===== src/rtl/rmii_mac_pkg.sv =====
`default_nettype none
// Types and constants shared by the RMII MAC transmitter and receiver.
package rmii_mac_pkg;

  typedef enum logic [2:0] {
    ST_IDLE     = 3'd0,
    ST_PREAMBLE = 3'd1,
    ST_SFD      = 3'd2,
    ST_DATA     = 3'd3,
    ST_FCS      = 3'd4,
    ST_DRAIN    = 3'd5,
    ST_IFG      = 3'd6
  } tx_state_t;

  localparam logic [1:0]  PREAMBLE_DIBIT  = 2'b01;
  localparam logic [1:0]  SFD_LAST_DIBIT  = 2'b11;

  localparam logic [31:0] CRC32_POLY_REFL = 32'hEDB88320;
  localparam logic [31:0] CRC32_INIT      = 32'hFFFFFFFF;

  localparam int DEFAULT_IFG_DIBITS      = 48;
  localparam int DEFAULT_PREAMBLE_DIBITS = 28;
  localparam int SFD_DIBITS              = 4;
  localparam int FCS_DIBITS              = 16;

  function automatic int max3(input int a, input int b, input int c);
    int m;
    m = (a > b) ? a : b;
    return (m > c) ? m : c;
  endfunction

endpackage
`default_nettype wire


===== src/rtl/eth_crc32_d2.sv =====
`default_nettype none
// Next-state of the reflected Ethernet CRC-32 after one dibit (bit 0 first).
module eth_crc32_d2
  import rmii_mac_pkg::*;
(
  input  logic [31:0] crc_in,
  input  logic [1:0]  data,
  output logic [31:0] crc_out
);

  always_comb begin
    crc_out = crc_in;
    for (int i = 0; i < 2; i++) begin
      if (crc_out[0] ^ data[i])
        crc_out = (crc_out >> 1) ^ CRC32_POLY_REFL;
      else
        crc_out = crc_out >> 1;
    end
  end

endmodule
`default_nettype wire


===== src/rtl/rmii_mac_tx.sv =====
`default_nettype none
// RMII MAC transmitter: frames a 2-bit AXI stream with preamble/SFD, optional
// FCS, and enforces the inter-frame gap. txd/txen are registered.
module rmii_mac_tx
  import rmii_mac_pkg::*;
#(
  parameter bit APPEND_FCS      = 1'b1,
  parameter int IFG_DIBITS      = DEFAULT_IFG_DIBITS,
  parameter int PREAMBLE_DIBITS = DEFAULT_PREAMBLE_DIBITS
) (
  input  logic       clock,
  input  logic       arst_n,
  input  logic       axi_tvalid,
  output logic       axi_tready,
  input  logic [1:0] axi_tdata,
  input  logic       axi_tlast,
  input  logic       axi_tuser,
  output logic [1:0] txd,
  output logic       txen,
  output logic       tx_done,
  output logic       tx_abort
);

  localparam int CNT_MAX = max3(IFG_DIBITS, PREAMBLE_DIBITS, FCS_DIBITS);
  localparam int CNT_W   = $clog2(CNT_MAX);

  localparam logic [CNT_W-1:0] PRE_LAST = CNT_W'(PREAMBLE_DIBITS - 1);
  localparam logic [CNT_W-1:0] SFD_LAST = CNT_W'(SFD_DIBITS - 1);
  localparam logic [CNT_W-1:0] FCS_LAST = CNT_W'(FCS_DIBITS - 1);
  // The IDLE cycle that follows IFG is the final cycle of the gap.
  localparam logic [CNT_W-1:0] IFG_LAST = CNT_W'(IFG_DIBITS - 2);

  tx_state_t        state;
  tx_state_t        state_next;
  logic [CNT_W-1:0] cnt;
  logic [31:0]      crc;
  logic [31:0]      crc_next;

  logic [1:0]       txd_d;
  logic             txen_d;
  logic             done_d;
  logic             abort_d;
  logic             crc_step;
  logic             counting;

  eth_crc32_d2 u_crc (
    .crc_in  (crc),
    .data    (axi_tdata),
    .crc_out (crc_next)
  );

  always_ff @(posedge clock or negedge arst_n) begin
    if (!arst_n)
      state <= ST_IDLE;
    else
      state <= state_next;
  end

  always_comb begin
    state_next = state;
    unique case (state)
      ST_IDLE:     if (axi_tvalid) state_next = ST_PREAMBLE;
      ST_PREAMBLE: if (cnt == PRE_LAST) state_next = ST_SFD;
      ST_SFD:      if (cnt == SFD_LAST) state_next = ST_DATA;
      ST_DATA: begin
        if (!axi_tvalid)
          state_next = ST_DRAIN;
        else if (axi_tuser)
          state_next = axi_tlast ? ST_IFG : ST_DRAIN;
        else if (axi_tlast)
          state_next = APPEND_FCS ? ST_FCS : ST_IFG;
      end
      ST_FCS:      if (cnt == FCS_LAST) state_next = ST_IFG;
      ST_DRAIN:    if (axi_tvalid && axi_tlast) state_next = ST_IFG;
      ST_IFG:      if (cnt == IFG_LAST) state_next = ST_IDLE;
      default:     state_next = ST_IDLE;
    endcase
  end

  always_comb begin
    txd_d      = 2'b00;
    txen_d     = 1'b0;
    done_d     = 1'b0;
    abort_d    = 1'b0;
    axi_tready = 1'b0;
    crc_step   = 1'b0;
    unique case (state)
      ST_PREAMBLE: begin
        txd_d  = PREAMBLE_DIBIT;
        txen_d = 1'b1;
      end
      ST_SFD: begin
        txd_d  = (cnt == SFD_LAST) ? SFD_LAST_DIBIT : PREAMBLE_DIBIT;
        txen_d = 1'b1;
      end
      ST_DATA: begin
        axi_tready = 1'b1;
        if (axi_tvalid && !axi_tuser) begin
          txd_d    = axi_tdata;
          txen_d   = 1'b1;
          crc_step = 1'b1;
          done_d   = axi_tlast && !APPEND_FCS;
        end else begin
          abort_d  = 1'b1;
        end
      end
      ST_FCS: begin
        txd_d  = ~crc[1:0];
        txen_d = 1'b1;
        done_d = (cnt == FCS_LAST);
      end
      ST_DRAIN:    axi_tready = 1'b1;
      default:     ;
    endcase
  end

  assign counting = (state == ST_PREAMBLE) || (state == ST_SFD) ||
                    (state == ST_FCS) || (state == ST_IFG);

  always_ff @(posedge clock or negedge arst_n) begin
    if (!arst_n) begin
      cnt      <= '0;
      crc      <= '0;
      txd      <= 2'b00;
      txen     <= 1'b0;
      tx_done  <= 1'b0;
      tx_abort <= 1'b0;
    end else begin
      txd      <= txd_d;
      txen     <= txen_d;
      tx_done  <= done_d;
      tx_abort <= abort_d;

      if (!counting || (state_next != state))
        cnt <= '0;
      else
        cnt <= cnt + CNT_W'(1);

      // The FCS is emitted by shifting the finished CRC out two bits at a time.
      if (state == ST_SFD)
        crc <= CRC32_INIT;
      else if (crc_step)
        crc <= crc_next;
      else if (state == ST_FCS)
        crc <= {2'b00, crc[31:2]};
    end
  end

endmodule
`default_nettype wire


===== config.mk =====
export PLATFORM = sky130hd
export DESIGN_NAME = rmii_mac_tx
export DESIGN_NICKNAME = d
export VERILOG_FILES = /design/src/rtl/rmii_mac_pkg.sv /design/src/rtl/eth_crc32_d2.sv /design/src/rtl/rmii_mac_tx.sv
export SDC_FILE = /design/constraint.sdc
export NUM_CORES = 1
export LEC_CHECK = 0
export ABC_CLOCK_PERIOD_IN_PS = 3000
export BUFFER_PORTS_ARGS = -buffer_cell sky130_fd_sc_hd__buf_2
export CORE_MARGIN = 1.5
export CORE_UTILIZATION = 55
export CTS_BUF_LIST = sky130_fd_sc_hd__clkbuf_16
export DETAILED_ROUTE_END_ITERATION = 6
export HOLD_SLACK_MARGIN = 0.08
export PLACE_DENSITY_LB_ADDON = 0.25
export SYNTH_ARGS = -nofsm -noshare
export SYNTH_HDL_FRONTEND = slang
export SYNTH_SLANG_ARGS = --single-unit

===== constraint.sdc =====
create_clock -name clock -period 3 [get_ports clock]
set_clock_uncertainty 0.2 [all_clocks]
set_input_delay 0.6 -clock clock [delete_from_list [all_inputs] [get_ports clock]]
set_output_delay 0.6 -clock clock [all_outputs]
set_load 0.05 [all_outputs]

==> results of run 1 <==
## repair_timing
action / in CTS / in global routing
hold endpoints to repair: 19 / 0
resized for setup: 0 / 0
hold buffers: 1 / 0
## kinds of logic after synthesis
logic type	Yosys count	share of synthesized area, %
compound gates	63	15.8
simple gates	90	21.7
fa+ha+maj	2	1.06
xor+xnor	22	8.13
flops	46	48.6
buf+inv	23	4.70
## where the power goes
| part | switching [mW] | total, mW | internal [mW] |
|---|---|---|---|
| Sequential | 0.179 | 0.950 | 0.771 |
| Clock | 0.236 | 0.544 | 0.308 |
| Combinational | 0.553 | 0.880 | 0.327 |
## worst max-delay path, stage by stage (launching register included)
cell,delay [ns]
dfrtp_1,0.73
nor2b_1,0.25
o21a_1,0.13
buf_2,0.26
## routing by layer
metal	wire length, um	part of all wire (%)	vias to the layer above	track usage (%)
li1	-	-	874	-
met1	2240	50	862	29.4
met2	2050	45	23	33.7
met3	144	3.2	8	5.84
met4	86	1.9	0	9.25
met5	0	0	-	0
## final timing paths
kind,slack (ns),end,cells after the start
worst max register to register,0.70,cnt[2],5
max in group asynchronous,1.30,crc[10],3
min in group asynchronous,0.59,txen,2
worst min register to register,0.27,crc[12],2
worst min-delay path,0.27,crc[12],2
worst max-delay path,0.54,axi_tready,3
## cells in the final DEF, fill, tap and decap left out, types with 5 or more instances in the layout
cell type	instances
a21oi_1	17
a31oi_1	9
buf_2	12
clkbuf_16	5
dfrtp_1	46
inv_1	5
nand2_1	26
nor2_1	5
nor3_1	26
o21ai_0	22
or3_1	6
xnor2_1	18
## layout make-up
class,instances,area share [%]
Inverter,5,0.724
Tap cell,50,2.41
Multi-Input combinational cell,177,43.0
Timing Repair Buffer,17,3.86
Clock inverter,3,0.820
Sequential cell,46,44.4
Clock buffer,5,4.83
## flip-flops by register name, summed over array words and instances (netlist names)
register,flops
tx_abort,1
state,3
cnt,6
txd,2
crc,32
txen,1
tx_done,1
## stage by stage
| stage | cells | setup WS (ns) | total power, mW |
|---|---|---|---|
| 3_3_place_gp | 294 | 0.799 | 1.80 |
| 2_1_floorplan | 246 | 0.946 | 1.64 |
| 3_5_place_dp | 294 | 0.725 | 1.83 |
| 6_report | 303 | 0.538 | 2.37 |
| 4_1_cts | 303 | 0.570 | 2.38 |
| 5_1_grt | 303 | 0.423 | 2.54 |
==> metrics.txt, run 1 <==
worst vdd ir=490 uV; Routed Antenna Nets=0; Boundary Pins=13; share of cells above drive strength 1=13.4%; largest area contributor in the netlist=dfrtp_1; Initial Util=58.4%; Syn Area/Cell=9.63 um^2; full die area=4710 um^2; clk slew on worst S/H paths=0.06 ns; grt total ovfl=0; Leakage=0.972 nW; Sink Count=46; CP Capture Type=output pin; critical path required time=2.20 ns; Post-Syn Nets=255; largest net degree at the start of global routing=50; Remaining DRCs=0; Rows=23; TritonCTS Buffers=5; Post-synth ARST share=100%; # diodes=0; Worst-Skew Late Latency=0.29 ns; WL/cell=14.9 um; Detailed Route Iter0 Violations=196; area fraction of the dominant cell type after synthesis=48.6%; initial antenna violation count=0; Setup crit start kind=flop; Tot GR Track Use=22.0%; Die Y=68.6 um; crit path kind=flop to output pin; relative slew slack=59.4%; Via Count=1767; gpl congestion=0.776; ys flop type=dfrtp_1; register area=1150 um^2; Finished Cell Area=2590 um^2; YS warnings=0; CTS tree=yes; Max Cap Violations=0; sequential area share after synthesis=48.6%; Via density=5.83; max-slew violation count=0; Mapped Area=2370 um^2; CP startpoint=state[1]; Yosys reg bits=46; Period minus WS final=2.46 ns; root buf cell=clkbuf_16; final core utilization=63.9%; # nets final=261; WHS=0.269 ns; Final Hold Fails=0; RSZ-0062 raised after global routing=false; Cell Pwr Density=916 nW/um^2; crit-path max FO=20; CTS max path bufs=2; Worst-Margin Slew=0.609 ns; hold path start=crc[14]; fill cell count=331; DRT Wirelength=4510 um; outcome=completed; post-DP HPWL=2780 um; Setup Fix Bufs, Post-CTS=0; first-pass GRT wire length=7560 um; Critical Path AT=1.66 ns; most frequent cell after synthesis=dfrtp_1; final worst path period share=82.1%; worst r2r src=cnt[0]; FMAX=406 MHz; Core Region=4060 um^2; vias in the first global route=1618; Gate Count Post-Synth=246; Area contributors post-synth=dfrtp_1 (49%), xnor2_1 (6.7%), nor3_1 (5.5%), o21ai_0 (4.6%), nand2_1 (4.1%); area delta synth->final=9.40%; footprint of the multi-input gates=1110 um^2; Hold Path Class=flop to flop; setup TNS=0 ns; Max H-tree Level=2; PortBufs=12; # setup viols final=0; number of synthesized flops with an enable pin=0; DIE WIDTH=68.6 um; DRT Pass-1 Iters=4; Post-synth top cells=dfrtp_1 (46), nand2_1 (26), nor3_1 (26); area post-placement=2440 um^2; post-synth cell types=45
Note: power is estimated with default switching activity, not from simulation.
==> run 2, diff against run 1 <==
- ABC_AREA: default -> 1
- ABC_CLOCK_PERIOD_IN_PS: 3000 -> 2260
- CORE_UTILIZATION: 55 -> 54
- clock period: 3 -> 2.26 ns (I/O delays scaled with it)
==> metrics.txt, run 2 <==
final worst path period share=90.7%; # diodes=0; Hold Path Class=input pin to flop; critical path required time=1.61 ns; CTS max path bufs=2; Routed Antenna Nets=0; area fraction of the dominant cell type after synthesis=49.5%; sequential area share after synthesis=49.5%; crit path kind=flop to output pin; area delta synth->final=11.7%; WL/cell=13.1 um; Gate Count Post-Synth=273; Remaining DRCs=0; crit-path max FO=7; hold path start=axi_tdata[1]; fill cell count=350; grt total ovfl=0; # setup viols final=0; Detailed Route Iter0 Violations=111; root buf cell=clkbuf_16; DRT Pass-1 Iters=4; ys flop type=dfrtp_1; Sink Count=46; Tot GR Track Use=23.3%; worst path bufs/invs=2; Max Cap Violations=0; Setup crit start kind=flop; gpl congestion=0.895; full die area=4710 um^2; CTS tree=yes; Via Count=1759; Worst-Skew Late Latency=0.29 ns; DRT Wirelength=4490 um; CP max stage delay=0.48 ns; Final Hold Fails=0; register area=1150 um^2; FMAX=488 MHz; Setup Fix Bufs, Post-CTS=0; TritonCTS Buffers=5; Syn Area/Cell=8.52 um^2; number of synthesized flops with an enable pin=0; Largest regs=crc (32), cnt (6), state (3); post-DP HPWL=3030 um; footprint of the multi-input gates=928 um^2; Cell Pwr Density=1110 nW/um^2; PortBufs=12; commonest non-fill, non-tap cell in the layout=inv_1; Area contributors post-synth=dfrtp_1 (49%), inv_1 (9.0%), nand2_1 (8.1%), xor2_1 (5.3%), nor2_1 (4.4%); CP Cell Sequence=inv_1 > nand3_1 > nand2_1 > buf_2; most frequent cells in the layout=inv_1 (56), nand2_1 (50), dfrtp_1 (46), nor2_1 (27), nand3_1 (19); worst vdd ir=707 uV; Via density=5.13; Post-Syn Nets=282; largest area contributor in the netlist=dfrtp_1; Worst-Margin Slew=0.538 ns; Post-synth ARST share=100%; YS warnings=0; clk slew on worst S/H paths=0.06 ns; Critical Path Slowest Stage Cell=dfrtp_1; total power=2.89 mW; Max H-tree Level=2; outcome=completed; CP startpoint=state[1]; vias in the first global route=1710; Core Region=4060 um^2; Leakage=1.44 nW; Die Y=68.7 um; Post-synth top cells=inv_1 (56), nand2_1 (50), dfrtp_1 (46); max-slew violation count=0; Initial Util=57.4%; initial antenna violation count=0; RSZ-0062 raised after global routing=false; Mapped Area=2330 um^2; WHS=0.270 ns; Period minus WS final=2.05 ns; Boundary Pins=13; largest net degree at the start of global routing=25; Top Family by Delay on Critical Path=flip-flops; first-pass GRT wire length=7980 um; # nets final=302; Yosys reg bits=46; Largest Register=crc; worst r2r src=state[2]; CP Capture Type=output pin; post-synth cell types=29; share of cells above drive strength 1=13.0%; Rows=23; max FFs per register=32; relative slew slack=64.1%; most frequent cell after synthesis=inv_1; DIE WIDTH=68.7 um; setup TNS=0 ns; Critical Path AT=1.40 ns
## run 2: report_power, final
| part | internal, mW | switching (mW) | leakage, nW |
|---|---|---|---|
| Sequential | 1.10 | 0.175 | 0.535 |
| Combinational | 0.357 | 0.569 | 0.832 |
| Clock | 0.399 | 0.290 | 0.0694 |
## run 2: area by class of cell
| type | instances | share of cell area [%] |
|---|---|---|
| multi-input combinational | 164 | 35.7 |
| tap | 50 | 2.41 |
| timing repair buffer | 17 | 3.85 |
| clock buffer | 5 | 4.81 |
| sequential | 46 | 44.3 |
| inverter | 59 | 8.52 |
| clock inverter | 2 | 0.385 |
## run 2: cells by family after synthesis
group	Yosys count	share of synthesized area [%]
AND/OR/NAND/NOR	108	21.0
buffers and inverters	63	10.6
flip-flops	46	49.5
AO/OA/AOI/OAI	33	9.89
XOR/XNOR	21	7.90
adder cells (fa/ha/maj)	2	1.08
## run 2: timing repair
item / 4_1_cts / 5_1_grt
gates resized for setup: 0 / 0
endpoints found under the hold margin: 22 / 0
hold buffers: 1 / 0
## run 2: worst paths after layout
kind	to	slack, ns	cells after the start
worst max-delay path	axi_tready	0.21	4
worst max register to register	crc[23]	0.28	10
max in group asynchronous	crc[13]	0.78	3
min in group asynchronous	crc[2]	0.50	2
worst min register to register	crc[18]	0.30	2
worst min-delay path	txd[1]	0.27	2
## run 2: layer usage
| layer | up-vias | track usage [%] | wire length (um) |
|---|---|---|---|
| met5 | - | 0 | 0 |
| met4 | 0 | 8.75 | 71 |
| met3 | 6 | 6.01 | 192 |
| met2 | 38 | 35.5 | 2010 |
| met1 | 827 | 32.0 | 2220 |
| li1 | 888 | - | - |
## run 2: stage by stage
step	instance area (um^2)	cells	utilization [%]	setup slack [ns]
after floorplan	2330	273	-	0.387
after global placement	2450	335	60.5	0.301
after detailed placement	2450	335	60.5	0.271
after CTS	2600	343	64.0	0.213
after global routing	2600	343	64.0	0.0845
final	2600	343	64.0	0.210
==> run 3, diff against run 2 <==
- MAX_ROUTING_LAYER: default -> met4
==> metrics.txt, run 3 (same netlist as run 2, synthesis figures left out) <==
outcome=completed; Tot GR Track Use=24.0%; fin cells=343; Die Y=68.7 um; reg2reg end=crc[23]; clk slew on worst S/H paths=0.06 ns; CTS resizes=0; root buf cell=clkbuf_16; Routed Antenna Nets=0; initial antenna violation count=0; # diodes=0; Final Hold Fails=0; Setup Fix Bufs, Post-CTS=0; Worst-Margin Slew=0.536 ns; area delta synth->final=11.7%; critical path required time=1.61 ns; Detailed Route Iter0 Violations=122; post-DP HPWL=3030 um; DIE WIDTH=68.7 um; worst path bufs/invs=2; Worst Setup EP=axi_tready; CP Cell Sequence=inv_1 > nand3_1 > nand2_1 > buf_2; vias in the first global route=1711; Remaining DRCs=0; CP Capture Type=output pin; Top Family by Delay on Critical Path=flip-flops; dpl cells=335; largest net degree at the start of global routing=25; Sink Count=46; CP startpoint=state[1]; relative slew slack=64.2%; crit path kind=flop to output pin; CTS tree=yes; PortBufs=12; share of cells above drive strength 1=13.0%; worst r2r src=state[2]; most frequent cells in the layout=inv_1 (56), nand2_1 (50), dfrtp_1 (46), nor2_1 (27), nand3_1 (19); DRT Pass-1 Iters=4; crit-path max FO=7; Setup crit start kind=flop; Boundary Pins=13; Initial Util=57.4%; Critical Path Slowest Stage Cell=dfrtp_1; grt total ovfl=0; Critical Path AT=1.40 ns; setup TNS=0 ns; Largest regs=crc (32), cnt (6), state (3); max FFs per register=32; Hold Path Class=input pin to flop; first-pass GRT wire length=7980 um; FF-to-FF path depth=10; reg2reg setup slack=0.28 ns; Worst-Skew Late Latency=0.29 ns; Via density=5.12; Largest Register=crc; CP max stage delay=0.49 ns; Cell Pwr Density=1110 nW/um^2; RSZ-0062 raised after global routing=false; worst vdd ir=707 uV; WL/cell=13.1 um; Period minus WS final=2.05 ns; Core Region=4060 um^2; commonest non-fill, non-tap cell in the layout=inv_1; # setup viols final=0; gpl congestion=0.910; number of cells on the critical path=4; full die area=4710 um^2; area post-placement=2450 um^2; max-slew violation count=0; Leakage=1.44 nW; final worst path period share=90.8%; Finished Cell Area=2600 um^2; CTS max path bufs=2; DRT Wirelength=4480 um; Rows=23; fill cell count=350; Max H-tree Level=2; # nets final=302; FMAX=487 MHz; Max Cap Violations=0; TritonCTS Buffers=5; Via Count=1755
-- run 3: cell counts in the layout (fill, tap and decap cells not counted) --
No cell type changed its count.
-- run 3: layout make-up --
class                           count  area [um^2]  area share, %
Sequential cell                    46         1150           44.3
Multi-Input combinational cell    164          928           35.7
Inverter                           59          221           8.52
Clock buffer                        5          125           4.81
Timing Repair Buffer               17          100           3.85
Tap cell                           50         62.6           2.41
Clock inverter                      2         10.0          0.385
-- run 3: stage by stage --
stage	setup WS, ns	total power, mW	utilization [%]	hold slack (ns)
6_report	0.208	2.89	64.0	0.270
5_1_grt	0.0845	3.12	64.0	0.281
4_1_cts	0.213	2.91	64.0	0.260
3_5_place_dp	0.271	2.20	60.5	0.267
3_3_place_gp	0.301	2.17	60.5	0.259
2_1_floorplan	0.387	1.99	-	-0.0436
-- run 3: metal layers --
metal	vias up	global-route usage, %	wire, um
met5	-	-	0
met4	0	8.75	71
met3	6	6.01	151
met2	30	35.5	2010
met1	831	32.0	2240
li1	888	-	-
-- run 3: worst min path at each step --
stage                            start        to  slack, ns  cells after the start
after global routing      axi_tdata[1]    txd[1]       0.28                      2
after detailed placement        arst_n      txen       0.27                      1
after global placement          arst_n  tx_abort       0.26                      1
after CTS                 axi_tdata[1]    txd[1]       0.26                      2
final                     axi_tdata[1]    txd[1]       0.27                      2
after floorplan                 arst_n    cnt[0]      -0.04                      0
-- run 3: timing repair --
item / in CTS / in global routing
endpoints found under the setup margin: 0 / 0
hold buffers: 1 / 0
hold endpoints to repair: 22 / 0
-- run 3: power by group --
| group | leakage, nW | switching, mW | internal [mW] |
|---|---|---|---|
| Combinational | 0.832 | 0.569 | 0.357 |
| Clock | 0.0694 | 0.290 | 0.399 |
| Sequential | 0.535 | 0.174 | 1.10 |
